File: config.mk
export PLATFORM = sky130hd
export DESIGN_NAME = majority_vote_stream
export DESIGN_NICKNAME = d
export VERILOG_FILES = /design/src/rtl/majority_pkg.sv /design/src/rtl/majority_word.sv /design/src/rtl/majority_vote_stream.sv
export SDC_FILE = /design/constraint.sdc
export NUM_CORES = 1
export LEC_CHECK = 0
export ABC_AREA = 0
export BUFFER_PORTS_ARGS = -buffer_cell sky130_fd_sc_hd__buf_2
export CAP_MARGIN = 20
export CORE_MARGIN = 4
export CORE_UTILIZATION = 44
export CTS_BUF_LIST = sky130_fd_sc_hd__clkbuf_16
export DETAILED_ROUTE_END_ITERATION = 8
export PLACE_DENSITY = 0.75
export SETUP_SLACK_MARGIN = 0.05
export SLEW_MARGIN = 20
export SYNTH_ARGS = -nofsm -noshare
export SYNTH_HDL_FRONTEND = slang
export SYNTH_SLANG_ARGS = --single-unit
File: constraint.sdc
create_clock -name clk -period 2.9 [get_ports clk]
set_input_delay 0.29 -clock clk [delete_from_list [all_inputs] [get_ports clk]]
set_output_delay 0.29 -clock clk [all_outputs]
set_load 0.005 [all_outputs]
File: src/rtl/majority_pkg.sv
// majority_pkg: shared defaults, width helper and parameter checks for the majority voter
package majority_pkg;
  localparam int N_DEF = 3;
  localparam int W_DEF = 2;
  localparam int FT_DEF = 4;
  function automatic int clog2(input int v);
    int r = 0;
    while ((1 << r) < v) r++;
    return r;
  endfunction
  function automatic bit params_ok(input int n, input int w, input int ft);
    return (n % 2 == 1) && n >= 3 && n <= 15 && w >= 1 && w <= 32 && ft >= 1 && ft <= 255;
  endfunction
endpackage

File: src/rtl/majority_word.sv
// majority_word: combinational bitwise N-way majority vote with per-channel mismatch flags
module majority_word import majority_pkg::*; #(
  parameter int N = N_DEF,
  parameter int W = W_DEF
) (
  input  logic [N*W-1:0] data,
  output logic [W-1:0]   vote,
  output logic [N-1:0]   mismatch
);
  localparam int CW = clog2(N + 1);
  logic [CW-1:0] cnt;
  always_comb begin
    vote = '0;
    cnt = '0;
    mismatch = '0;
    for (int b = 0; b < W; b++) begin
      cnt = '0;
      for (int c = 0; c < N; c++) cnt = cnt + CW'(data[c*W+b]);
      vote[b] = cnt > CW'(N / 2);
    end
    for (int c = 0; c < N; c++) mismatch[c] = data[c*W +: W] != vote;
  end
endmodule

File: src/rtl/majority_vote_stream.sv
// majority_vote_stream: registered N-way majority voter with handshake and sticky per-channel fault tracking
module majority_vote_stream import majority_pkg::*; #(
  parameter int N = N_DEF,
  parameter int W = W_DEF,
  parameter int FAULT_THRESH = FT_DEF
) (
  input  logic           clk,
  input  logic           rst,
  input  logic           in_valid,
  output logic           in_ready,
  input  logic [N*W-1:0] in_data,
  output logic           out_valid,
  input  logic           out_ready,
  output logic [W-1:0]   out_data,
  output logic [N-1:0]   out_mismatch,
  output logic           out_unanimous,
  input  logic           fault_clr,
  output logic [N-1:0]   fault
);
  localparam int CW = clog2(FAULT_THRESH + 1);
  if (!params_ok(N, W, FAULT_THRESH)) begin : g_bad
    $error("majority_vote_stream: illegal parameters");
  end
  logic [W-1:0] vote;
  logic [N-1:0] mm;
  logic acc;
  logic [CW-1:0] cnt [N];
  majority_word #(.N(N), .W(W)) u_word (.data(in_data), .vote(vote), .mismatch(mm));
  assign in_ready = !rst && (!out_valid || out_ready);
  assign acc = in_valid && in_ready;
  always_ff @(posedge clk) begin
    if (rst) begin
      out_valid <= 1'b0;
      out_data <= '0;
      out_mismatch <= '0;
      out_unanimous <= 1'b0;
      fault <= '0;
      for (int c = 0; c < N; c++) cnt[c] <= '0;
    end else begin
      if (acc) begin
        out_valid <= 1'b1;
        out_data <= vote;
        out_mismatch <= mm;
        out_unanimous <= ~|mm;
      end else if (out_ready) out_valid <= 1'b0;
      if (fault_clr) begin
        fault <= '0;
        for (int c = 0; c < N; c++) cnt[c] <= '0;
      end else if (acc) begin
        for (int c = 0; c < N; c++) begin
          cnt[c] <= !mm[c] ? '0 : cnt[c] == CW'(FAULT_THRESH) ? cnt[c] : cnt[c] + 1'b1;
          if (mm[c] && cnt[c] >= CW'(FAULT_THRESH - 1)) fault[c] <= 1'b1;
        end
      end
    end
  end
endmodule
==> results.toml <==
[synthesis]
netlist_area_mm2 = 0.001180
yosysSeqAreaShare = 0.3987
async_flop_share = 0
synth_seq_cells = 19
synth.avg_cell_area_um2 = 10.44
synthCells = 113
synth_fp_nets = 135
synth_warnings = 0
synth.distinct_cells = 36
synth_edf_count = 9
synthFlopType = "dfxtp_1"

[floorplan]
rows = 18
die_y_um = 59.79
fp.dieW_um = 59.79
die_area_mm2 = 0.003574
initial_core_util = 0.4678
core_area_mm2 = 0.002522
ios = 22

[setup_path]
path_cells = "buf_2, ha_1, inv_1, o22ai_1, nor3_2, a2bb2oi_1"
critPathSlowestCell = "nor3_2"
r2r-end = "cnt[0][4]"
regToRegSetupSlack_ns = 1.33
cp-start-kind = "primary input"
crit_family = "compound AO/OA/AOI/OAI gates"
critPathBufInv = 2
crit_type = "in2reg"
crit-reg2reg-launch = "out_valid"
r2r_cells = 4
critPathCaptureType = "register"
worstPathMaxFanout = 6
cp.arrival_ns = 1.60
required_ns = 2.82
slowest_delay_ns = 0.41

[place]
dp_cells = 160
place_congestion = 0.7435
dp_hpwl_mm = 1.788
port_buffers = 21
dp_slack_ns = 0.9508

[grt]
track_usage = 0.1403
first_global_vias = 860
overflow = 0
grt_pass1_wl_mm = 3.801
antenna_found_initial = 0
grt_max_degree = 19

[clock_tree]
clockRootBuffer = "clkbuf_16"
postCtsSetupRepairBufs = 0
cts.sinks = 19
clk_pin_slew_ns = 0.06
htreeDepth = 1
clk_path_buf_depth = 2
clkLatencyLatePin_ns = 0.25
cts_resized = 0
postCtsHoldBufs = 0
cts_tree = "built"
cts_buffers = 3

[pwr]
ir_drop_mv = 0.3399
leakagePower_nw = 0.5650
p_total_mw = 0.7205
power_density_mw_per_mm2 = 522.5

[layout]
drive_above_1_share = 0.3060
nets = 157
fin_cells = 164
fillerInstances = 223
diodes = 0
syn_to_final_growth_pct = 16.86

[drt]
routedWlPerCell_um = 13.79
via_count = 900
drtPass1Iterations = 4
drt-initial-drc-count = 20
wirelength_mm = 2.262
avgViaCountPerCell = 5.488
ant_nets = 0
drc = 0

[status]
status = "completed"

[sta]
setup_viol = 0
worst_pin_slew_ns = 0.5195
rsz0062_at_grt = "false"
slew_violations = 0
fin_crit_sh = 0.5798
period_needed_ns = 1.681
fmax_ghz = 0.5948
final.setup_skew_ns = 0.004721
tns_ns = 0
hold_viol_final = 0
layout_setup_ws_ns = 1.219
max_slew_margin = 0.6524

[min_path]
hold_depth = 3
hp-class = "in2reg"
worst_hold_path.endpoint = "out_valid"
hold_path_startpoint = "in_valid"

[flow_run]
drv_cap = 0
==> per-stage QoR <==
stage	instance area [um^2]	hold slack [ns]	util
after floorplan	1180	0.4107	-
after global routing	1379	0.3360	0.5466
after CTS	1379	0.3202	0.5466
after global placement	1299	0.4430	0.5149
after detailed placement	1299	0.4434	0.5149
final	1379	0.3193	0.5466
==> how the worst max path moves through the flow <==
stage | from | to | depth (start not counted)
4_1_cts | in_data[1] | cnt[0][4] | 6
3_5_place_dp | in_data[1] | cnt[0][4] | 6
2_1_floorplan | in_data[1] | cnt[0][3] | 5
6_report | in_data[1] | cnt[0][4] | 6
5_1_grt | in_data[1] | cnt[0][4] | 6
3_3_place_gp | in_data[1] | cnt[0][5] | 6
==> logic make-up after synthesis <==
family,synth area share
AOI/OAI and AO/OA,0.1612
adders and majority gates,0.1166
xor gates and xnor gates,0.02969
buffers and inverters,0.06150
DFF,0.3987
and+or+nand+nor,0.2323
==> where the power goes <==
| part | switching [mW] | internal (mW) |
|---|---|---|
| combinational | 0.0756 | 0.0539 |
| clock | 0.0948 | 0.185 |
| sequential | 0.0124 | 0.299 |
==> state kept, by name (all words and copies together) (netlist names) <==
register,count
out_valid,1
out_data,2
out_mismatch,3
cnt,9
fault,3
out_unanimous,1
==> cells in the mapped netlist (2+ instances only) <==
master | number | area [um^2]
ha_1 | 11 | 137.6
inv_1 | 11 | 41.29
nor2_1 | 11 | 41.29
dfxtp_1 | 10 | 200.2
edfxtp_1 | 9 | 270.3
a211oi_1 | 6 | 45.04
nor4_1 | 6 | 37.54
nand2_1 | 5 | 18.77
xnor2_1 | 4 | 35.03
nor4b_2 | 3 | 45.04
a21oi_1 | 2 | 10.01
a2bb2oi_2 | 2 | 30.03
and3_1 | 2 | 12.51
buf_4 | 2 | 15.01
inv_2 | 2 | 7.510
nand3_1 | 2 | 10.01
nand4b_1 | 2 | 17.52
nor2_4 | 2 | 22.52
nor3b_1 | 2 | 15.01
o21ai_0 | 2 | 10.01
o41ai_2 | 2 | 32.53
==> worst reg2reg max path, cell delays in order (launching register included) <==
cell and delay [ns]:
dfxtp_1 0.33, nand2b_1 0.10, and3_1 0.32, nand4b_1 0.17, a2bb2oi_1 0.31
==> layout by cell type, fill, tap and decap left out, types with 2 or more instances in the layout <==
cell type | synthesis | routed
nand2_1 | 5 | 5
inv_2 | 2 | 2
nor4_1 | 6 | 6
nor2_4 | 2 | 2
edfxtp_1 | 9 | 9
nor2_1 | 11 | 11
nand4b_1 | 2 | 2
o21ai_0 | 2 | 2
a211oi_1 | 6 | 6
ha_1 | 11 | 11
nand3_1 | 2 | 2
and3_1 | 2 | 2
xnor2_1 | 4 | 4
dfxtp_1 | 10 | 10
clkbuf_16 | 0 | 3
o41ai_2 | 2 | 2
a2bb2oi_2 | 2 | 2
buf_2 | 1 | 21
inv_1 | 11 | 11
a21oi_1 | 2 | 2
nor3b_1 | 2 | 2
nor4b_2 | 3 | 3
==> area by class of cell <==
cell class	instances	area (um^2)	area share
inverter	13	48.80	0.03539
timing repair buffer	21	105.1	0.07623
tap	30	37.54	0.02722
clock inverter	1	5.005	0.003630
multi-input combinational	77	636.9	0.4619
sequential	19	470.5	0.3412
clock buffer	3	75.07	0.05445
==> metal layers <==
metal  global-route usage  up-vias  share of wire
li1                     -      456              -
met1               0.1805      423           0.46
met4              0.04747        0         0.0066
met3              0.03024        2          0.053
met5                    0        -              0
met2               0.2315       19           0.48
(Power assumes the default switching activity.)
